===== config.mk =====
export PLATFORM = sky130hd
export DESIGN_NAME = mem_reg_buf
export DESIGN_NICKNAME = d
export VERILOG_FILES = /design/src/rtl/mem_reg_buf.sv
export SDC_FILE = /design/constraint.sdc
export NUM_CORES = 1
export LEC_CHECK = 0
export ABC_AREA = 0
export CAP_MARGIN = 20
export CORE_MARGIN = 2
export CORE_UTILIZATION = 55
export DETAILED_ROUTE_END_ITERATION = 8
export MAX_ROUTING_LAYER = met4
export PLACE_DENSITY = 0.87
export SYNTH_ARGS = -nofsm -noshare
export SYNTH_HDL_FRONTEND = slang
export SYNTH_SLANG_ARGS = --single-unit

===== constraint.sdc =====
create_clock -name clk -period 3.9 [get_ports clk]
set_input_delay 0.78 -clock clk [delete_from_list [all_inputs] [get_ports clk]]
set_output_delay 0.78 -clock clk [all_outputs]
set_load 0.1 [all_outputs]

===== src/rtl/mem_reg_buf.sv =====
// rtl/mem_reg_buf.sv - circular word buffer between two request/acknowledge links
// Define MEM_REG_BUF_LEVEL_EN to expose the registered occupancy on port level.
module mem_reg_buf #(
   parameter int          REG_WIDTH = 2,
   parameter int          DEPTH     = 4,
   parameter logic [15:0] ENC       = "TP"
) (
   input  logic                 clk,
   input  logic                 rst,
   input  logic [REG_WIDTH-1:0] in_data,
   input  logic                 in_req,
   output logic                 in_ack,
   output logic [REG_WIDTH-1:0] out_data,
   output logic                 out_req,
   input  logic                 out_ack
`ifdef MEM_REG_BUF_LEVEL_EN
   ,
   output logic [$clog2(DEPTH+1)-1:0] level
`endif
);
   localparam int AW    = $clog2(DEPTH);
   localparam int CW    = $clog2(DEPTH+1);
   localparam bit IS_TP = (ENC == "TP");

   if (ENC != "TP" && ENC != "FP") begin : g_bad_enc
      $error("mem_reg_buf: ENC must be TP or FP");
   end
   if (DEPTH < 2 || (DEPTH & (DEPTH - 1)) != 0) begin : g_bad_depth
      $error("mem_reg_buf: DEPTH must be a power of 2 and at least 2");
   end

   typedef enum logic       {IN_IDLE, IN_ACKED}      in_state_t;
   typedef enum logic [1:0] {O_IDLE, O_REQ, O_RTZ}   out_state_t;

   logic [REG_WIDTH-1:0] mem [DEPTH];
   logic [AW-1:0]        wptr, rptr;
   logic [CW-1:0]        count;
   in_state_t            in_state, in_state_n;
   out_state_t           out_state, out_state_n;
   logic                 in_ack_n, out_req_n, push, pop;
   logic [REG_WIDTH-1:0] out_data_n;

   // Input link: a word is taken only while the buffer has room (pre-edge count).
   always_comb begin
      in_state_n = in_state;
      in_ack_n   = in_ack;
      push       = 1'b0;
      if (IS_TP) begin
         if (in_req != in_ack && count < CW'(DEPTH)) begin
            push     = 1'b1;
            in_ack_n = ~in_ack;
         end
      end else begin
         case (in_state)
            IN_IDLE: begin
               if (in_req && count < CW'(DEPTH)) begin
                  push       = 1'b1;
                  in_ack_n   = 1'b1;
                  in_state_n = IN_ACKED;
               end
            end
            IN_ACKED: begin
               if (!in_req) begin
                  in_ack_n   = 1'b0;
                  in_state_n = IN_IDLE;
               end
            end
            default: in_state_n = IN_IDLE;
         endcase
      end
   end

   // Output link: the head word is latched into out_data when offered and held until popped.
   always_comb begin
      out_state_n = out_state;
      out_req_n   = out_req;
      out_data_n  = out_data;
      pop         = 1'b0;
      case (out_state)
         O_IDLE: begin
            if (count != '0) begin
               out_data_n  = mem[rptr];
               out_req_n   = IS_TP ? ~out_req : 1'b1;
               out_state_n = O_REQ;
            end
         end
         O_REQ: begin
            if (IS_TP) begin
               if (out_ack == out_req) begin
                  pop         = 1'b1;
                  out_state_n = O_IDLE;
               end
            end else if (out_ack) begin
               pop         = 1'b1;
               out_req_n   = 1'b0;
               out_state_n = O_RTZ;
            end
         end
         O_RTZ: begin
            if (!out_ack) out_state_n = O_IDLE;
         end
         default: out_state_n = O_IDLE;
      endcase
   end

   always_ff @(posedge clk) begin
      if (!rst) begin
         in_state  <= IN_IDLE;
         out_state <= O_IDLE;
         in_ack    <= 1'b0;
         out_req   <= 1'b0;
         out_data  <= '0;
         wptr      <= '0;
         rptr      <= '0;
         count     <= '0;
      end else begin
         in_state  <= in_state_n;
         out_state <= out_state_n;
         in_ack    <= in_ack_n;
         out_req   <= out_req_n;
         out_data  <= out_data_n;
         if (push) wptr <= wptr + AW'(1);
         if (pop)  rptr <= rptr + AW'(1);
         count <= count + CW'(push) - CW'(pop);
      end
   end

   always_ff @(posedge clk) begin
      if (push) mem[wptr] <= in_data;
   end

`ifdef MEM_REG_BUF_LEVEL_EN
   assign level = count;
`endif

endmodule


==> summary.txt, run 1 <==
Clock network
  – Setup repair bufs after CTS: 0
  – TritonCTS clock tree: yes
  – CTS Root Buffer Type: clkbuf_4
  – CTS Hold Buffers Added: 0
  – Post-CTS sizing: 0
  – H-tree levels: 1
  – Clock sinks: 20
  – Total CTS buffers: 3
  – Clock transition at the registers of the reported paths: 0.11 ns
  – Clock Path Buffers: 2
  – Worst-Skew Late Latency: 0.30 ns

Timing
  – Actual slew at the worst max-slew pin: 0.9639 ns
  – Max-slew violation count: 0
  – Post-layout min period: 2.720 ns
  – F_max: 367.6 MHz
  – Final setup violation count: 0
  – Final setup TNS: 0 ns
  – Worst Skew: 0.004410 ns
  – Hold Fails Final Rpt: 0
  – Slew margin rel.: 35.54%
  – RSZ-0062 raised after global routing: no
  – Hold_ws: 0.4854 ns
  – Final period util: 69.75%

Placement
  – DP HPWL: 1.064 mm
  – # port buffers: 9
  – DP Cell Count: 107
  – Routability congestion estimate: 0.8069

Setup path
  – CP max stage cell: clkdlybuf4s50_1
  – Setup slack, reg-to-reg: 1.71 ns
  – CP cell instances: clkdlybuf4s50_1 > xor2_1 > nor2_1 > ha_1 > inv_1 > ha_1 > fa_1 > xnor2_1 > xnor2_1 > and2_1
  – Arrival time at the worst endpoint: 2.92 ns
  – Crit path capture type: flop
  – Startpoint types: primary input
  – Req. time, crit path: 4.10 ns
  – CP max FO: 5
  – Depth of the most critical reg-to-reg path: 9
  – Reg-to-Reg Start: out_req$_SDFFE_PN0P_
  – Worst R2R End: count[2]$_SDFF_PN0_
  – WP buf/inv: 2
  – Setup CP Type: in -> reg
  – Origin of the worst setup path: out_ack
  – Critical path's top delay family: adder cells
  – Cell count along the critical path: 10
  – Crit path to: count[2]$_SDFF_PN0_
  – CP peak stage delay: 0.47 ns

Power
  – Switching share of power: 38.92%
  – Leak: 0.4288 nW
  – Net switching power: 0.0003166 W
  – Peak supply drop: 0.4097 mV
  – Combinational fraction of design power: 41.2%
  – Clock power share: 20.6%
  – Power density over the cells: 754.2 nW/um2
  – Seq pwr share: 38.3%
  – P_int: 0.0004968 W

Final layout
  – Share of layout cells above drive strength 1: 5.263%
  – # diodes: 0
  – Area delta synth->final: 17.76%
  – Layout Cells excl Fill: 111
  – Commonest non-fill, non-tap cells in the layout: dfxtp_1 (12), inv_1 (9), clkdlybuf4s50_1 (9)
  – Commonest non-fill, non-tap cell in the layout: dfxtp_1
  – Fin nets: 109

Routing
  – 1st-pass router iterations: 4
  – DR DRC count: 0
  – WL final: 1.388 mm
  – WL/cell: 12.50 um
  – ANT nets after route: 0
  – Vias/cell: 5.414
  – Via Count: 601
  – Initial drt markers: 3

Yosys
  – Post-synth top area cell: dfxtp_1
  – Distinct cell type count after synthesis: 20
  – Largest cells by area after synthesis: dfxtp_1 (26%), edfxtp_1 (26%), ha_1 (8.2%), mux4_1 (5.7%), a21oi_1 (3.8%)
  – Ys Warns: 0
  – Post-synth net total: 95
  – Mapped Cells: 82
  – Synthesis-stage register bit count: 20
  – Seq/Total Area, Yosys: 52.46%
  – Mapped cell area: 915.9 um2
  – Average cell area after synthesis: 11.17 um2
  – Top cell type's share of synthesized area: 26.23%

Run status
  – Status: finished, final reports clean

Global route
  – Pin count of the biggest net entering global routing: 13
  – Initial antenna violation count: 0
  – Vias in the first global route: 570
  – Gr usage total: 17.78%
  – Global route total overflow: 0
  – First-pass GRT wire length: 2.373 mm

Min path
  – Hold Crit Class: reg -> reg

Die
  – IO Count: 10
  – Core Footprint: 1541 um2
  – Starting density of the core: 59.42%
  – Die Width: 44.81 um
  – Row count: 14
  – Chip Height: 44.81 um
  – Die ar.: 2007 um2

Run
  – Max Cap Viol: 0
layer usage:
layer / global-route usage (%) / share of wire (%) / wire length [um]
met5: - / 0 / 0
met4: 12.35 / 2.2 / 30
met3: 2.400 / 3.4 / 47
met2: 28.70 / 51 / 709
met1: 20.42 / 43 / 601
cell type report:
class,instances,area (um2)
Inverter,10,37.54
Multi-Input combinational cell,52,397.9
Sequential cell,20,480.5
Timing Repair Buffer,9,90.09
Fill cell,120,462.9
Clock inverter,1,30.03
Tap cell,16,20.02
Clock buffer,3,22.52
metrics by stage:
step	setup slack [ns]	utilization, %	instance area [um2]	total power (W)
floorplan	1.201	-	915.9	0.0005723
global placement	0.9156	66.56	1026	0.0006363
detailed placement	0.8854	66.56	1026	0.0006501
CTS	1.172	69.97	1079	0.0008223
global route	1.107	69.97	1079	0.0008699
finish	1.180	69.97	1079	0.0008134
tightest hold or removal path: cells and delay by family (launching register included):
family / cells / cell delay, ns
flip-flops: 1 / 0.32
AO/OA/AOI/OAI: 2 / 0.12
power groups by stage:
| stage | Clock, W | Sequential (W) | Combinational (W) |
|---|---|---|---|
| after floorplan | 0 | 0.000405 | 0.000167 |
| after global placement | 0 | 0.000314 | 0.000323 |
| after detailed placement | 0 | 0.000316 | 0.000334 |
| after CTS | 0.000170 | 0.000312 | 0.000340 |
| after global routing | 0.000180 | 0.000319 | 0.000370 |
| final | 0.000167 | 0.000311 | 0.000335 |
sequential cells by signal, summed over array words and instances, names as in the netlist:
register and count:
count 3, out_state 1, wptr 2, out_data 2
out_req 1, mem 8, rptr 2, in_ack 1
kinds of logic (layout without fill, tap and decap cells):
logic type | Yosys count | in the layout | synth area share (%)
compound gates | 13 | 13 | 7.104
fa+ha+maj | 7 | 7 | 10.38
xor+xnor | 5 | 5 | 4.782
mux | 4 | 4 | 7.924
flops | 20 | 20 | 52.46
buf+inv | 10 | 23 | 4.098
simple gates | 23 | 23 | 13.25
worst min-delay path by stage:
stage                     slack, ns                       end                startpoint  cells past startpoint
final                          0.49  out_data[0]$_SDFFE_PN0P_  out_data[0]$_SDFFE_PN0P_                      2
after detailed placement       0.47  out_data[0]$_SDFFE_PN0P_  out_data[0]$_SDFFE_PN0P_                      2
after global routing           0.53  out_data[1]$_SDFFE_PN0P_  out_data[1]$_SDFFE_PN0P_                      2
after CTS                      0.49  out_data[0]$_SDFFE_PN0P_  out_data[0]$_SDFFE_PN0P_                      2
after global placement         0.46  out_data[0]$_SDFFE_PN0P_  out_data[0]$_SDFFE_PN0P_                      2
after floorplan                0.46      rptr[1]$_SDFFE_PN0P_      rptr[1]$_SDFFE_PN0P_                      2
Yosys cell counts:
library cell  instances
a21oi_1               7
and2_1                3
and3_1                4
dfxtp_1              12
edfxtp_1              8
fa_1                  1
ha_1                  6
inv_1                 9
inv_2                 1
mux2i_1               2
mux4_1                2
nand2_1               3
nand2b_1              1
nand3_1               4
nor2_1                3
nor3_1                2
o21ai_0               6
or3_1                 3
xnor2_1               3
xor2_1                2
Power figures use the tool's default switching activity.
==> run 2, diff against run 1 <==
--- a/config.mk
+++ b/config.mk
@@ -8,10 +8,10 @@
 export ABC_AREA = 0
 export CAP_MARGIN = 20
 export CORE_MARGIN = 2
-export CORE_UTILIZATION = 55
+export CORE_UTILIZATION = 48
 export DETAILED_ROUTE_END_ITERATION = 8
 export MAX_ROUTING_LAYER = met4
-export PLACE_DENSITY = 0.87
+export PLACE_DENSITY = 0.81
 export SYNTH_ARGS = -nofsm -noshare
 export SYNTH_HDL_FRONTEND = slang
 export SYNTH_SLANG_ARGS = --single-unit
==> constraint.sdc (replaced) <==
create_clock -name clk -period 2.2 [get_ports clk]
set_input_delay 0.44 -clock clk [delete_from_list [all_inputs] [get_ports clk]]
set_output_delay 0.44 -clock clk [all_outputs]
set_load 0.1 [all_outputs]
==> run 2 against run 1 <==
Final area rose by 5.0%. Clock power grew 79%. Hold slack better by 0.0045 ns. Die area rose by 13%. Clock skew decreased by 0.0032 ns. Core utilization fell by 5.8 points. Setup slack worse by 1.0 ns. Via count up 4.0%. First-iteration DRC count is 33% higher. Sequential cell count unchanged. Highest routed layer unchanged.
==> summary.txt, run 2 (same netlist as run 1, synthesis figures left out) <==
Routing
  – DR DRC count: 0 (unchanged)
  – Vias/cell: 5.081 (-6.2%)
  – 1st-pass router iterations: 4 (unchanged)
  – WL final: 1.544 mm (+11%)
  – Initial drt markers: 4 (+1)
  – Via Count: 625 (+4.0%)
  – ANT nets after route: 0 (unchanged)
  – WL/cell: 12.55 um (+0.39%)

Clock network
  – Clock transition at the registers of the reported paths: 0.11 ns (about the same)
  – Clock Path Buffers: 2 (unchanged)
  – Worst-Skew Late Latency: 0.30 ns (about the same)
  – TritonCTS clock tree: yes
  – CTS Root Buffer Type: clkbuf_4
  – Total CTS buffers: 3 (unchanged)
  – Clock sinks: 20 (unchanged)
  – H-tree levels: 1 (unchanged)

Final layout
  – Final instance area: 1132 um2 (+5.0%)
  – Fillers: 146 (+22%)
  – Commonest non-fill, non-tap cells in the layout: dfxtp_1 (10), inv_1 (9), edfxtp_1 (8)
  – Commonest non-fill, non-tap cell in the layout: dfxtp_1
  – Largest regs: mem (8), count (3)
  – Reg with most FFs: mem
  – Fin nets: 112 (+2.8%)
  – Share of layout cells above drive strength 1: 18.37% (+13 points)
  – Max reg flops: 8 (unchanged)
  – # diodes: 0 (unchanged)
  – Area delta synth->final: 23.63%
  – Layout Cells excl Fill: 123 (+11%)

Setup path
  – Setup slack, reg-to-reg: 0.16 ns (-1.55 ns)
  – Reg-to-Reg Start: in_ack$_SDFFE_PN0P_
  – Setup CP Type: in -> reg
  – CP max FO: 2 (-3)
  – Req. time, crit path: 2.41 ns (-1.69 ns)
  – Arrival time at the worst endpoint: 2.28 ns (-0.64 ns)
  – Startpoint types: primary input
  – CP max stage cell: fa_2
  – Origin of the worst setup path: in_req
  – Crit path capture type: flop
  – CP cell instances: dlygate4sd2_1 > xnor2_2 > nor2_1 > inv_1 > ha_1 > inv_1 > ha_1 > fa_2 > xnor2_2 > xnor2_1 > and2_1
  – Depth of the most critical reg-to-reg path: 10 (+1)
  – CP peak stage delay: 0.38 ns (-0.09 ns)
  – Crit path to: count[2]$_SDFF_PN0_
  – Worst R2R End: count[2]$_SDFF_PN0_

Global route
  – Global route total overflow: 0 (unchanged)
  – Vias in the first global route: 627 (+10%)
  – Gr usage total: 17.08% (-0.69 points)
  – Initial antenna violation count: 0 (unchanged)
  – First-pass GRT wire length: 2.532 mm (+6.7%)
  – Pin count of the biggest net entering global routing: 13 (unchanged)

Timing
  – Actual slew at the worst max-slew pin: 0.4322 ns (-0.5317 ns)
  – F_max: 483.8 MHz
  – Hold_ws: 0.4899 ns (+0.004550 ns)
  – Post-layout min period: 2.067 ns
  – Final period util: 93.95%
  – Max-slew violation count: 0 (unchanged)
  – Hold Fails Final Rpt: 0 (unchanged)
  – RSZ-0062 raised after global routing: no
  – Slew margin rel.: 70.97% (+35 points)
  – Worst Skew: 0.001226 ns (-0.003184 ns)
  – Final setup violation count: 0 (unchanged)
  – Final setup TNS: 0 ns (unchanged)

Run status
  – Status: finished, final reports clean

Min path
  – Hold Crit Class: reg -> reg

Placement
  – DP Cell Count: 118 (+10%)
  – # port buffers: 9 (unchanged)
  – Post-DP Area: 1057 um2 (+3.0%)
  – Routability congestion estimate: 0.7202 (-11%)
  – DP HPWL: 1.155 mm (+8.5%)

Die
  – Chip Height: 47.68 um (+6.4%)
  – Core Footprint: 1764 um2 (+14%)
  – Die ar.: 2273 um2 (+13%)
  – Starting density of the core: 51.91% (-7.5 points)
  – Die Width: 47.68 um (+6.4%)
  – Row count: 15 (+1)
  – IO Count: 10 (unchanged)

Power
  – Peak supply drop: 0.7579 mV (+85%)
  – Leak: 0.4660 nW (+8.7%)
  – Power density over the cells: 1318 nW/um2 (+75%)

Run
  – Max Cap Viol: 0 (unchanged)
[run 2: per-layer routing]
metal	vias up	track usage, %	part of all wire, %
met2	10	28.80	52
met5	-	-	0
met4	0	10.81	0.84
met1	296	17.55	43
met3	2	4.151	3.9
li1	317	-	-
[run 2: how the worst min path moves through the flow]
stage                              from                  endpoint  slack (ns)  cells past startpoint
6_report       out_data[1]$_SDFFE_PN0P_  out_data[1]$_SDFFE_PN0P_        0.49                      2
5_1_grt        out_data[0]$_SDFFE_PN0P_  out_data[0]$_SDFFE_PN0P_        0.52                      2
4_1_cts        out_data[1]$_SDFFE_PN0P_  out_data[1]$_SDFFE_PN0P_        0.49                      2
3_5_place_dp   out_data[1]$_SDFFE_PN0P_  out_data[1]$_SDFFE_PN0P_        0.47                      2
3_3_place_gp   out_data[1]$_SDFFE_PN0P_  out_data[1]$_SDFFE_PN0P_        0.47                      2
2_1_floorplan      rptr[1]$_SDFFE_PN0P_      rptr[1]$_SDFFE_PN0P_        0.46                      2
[run 2: power by group]
| group | leakage, nW | internal (W) | total, W | switching (W) |
|---|---|---|---|---|
| logic | 0.265 | 0.000242 | 0.000626 | 0.000384 |
| clock network | 0.0279 | 0.000184 | 0.000299 | 0.000115 |
| registers | 0.173 | 0.000482 | 0.000568 | 0.0000863 |
| total | 0.466 | 0.000907 | 0.00149 | 0.000585 |
[run 2: area by class of cell]
class | instances | area, um2 | area share, %
repair buffers | 12 | 100.1 | 8.840
inverters | 10 | 37.54 | 3.315
clock buffers | 3 | 22.52 | 1.989
well taps | 25 | 31.28 | 2.762
multi-input cells | 52 | 422.9 | 37.35
clock inverters | 1 | 30.03 | 2.652
flip-flops and latches | 20 | 488.0 | 43.09
[run 2: what timing repair did]
item                       CTS  global route
setup buffers                1             0
hold buffers                 0             0
resized for setup            5             0
setup endpoints to repair    1             0
[run 2: metrics by stage]
step	power (W)	setup WS, ns	util [%]
after global placement	0.001138	-0.3954	59.93
final	0.001492	0.1331	64.18
after CTS	0.001501	0.1454	64.18
after global routing	0.001587	0.03451	64.18
after detailed placement	0.001162	-0.4303	59.93
after floorplan	0.001024	0.04192	-
[run 2: worst max-delay path, delay by kind of cell]
kind | cells | cell delay (ns)
buffers and inverters | 3 | 0.37
adder cells (fa/ha/maj) | 3 | 0.84
XOR/XNOR | 3 | 0.40
AND/OR/NAND/NOR | 2 | 0.23
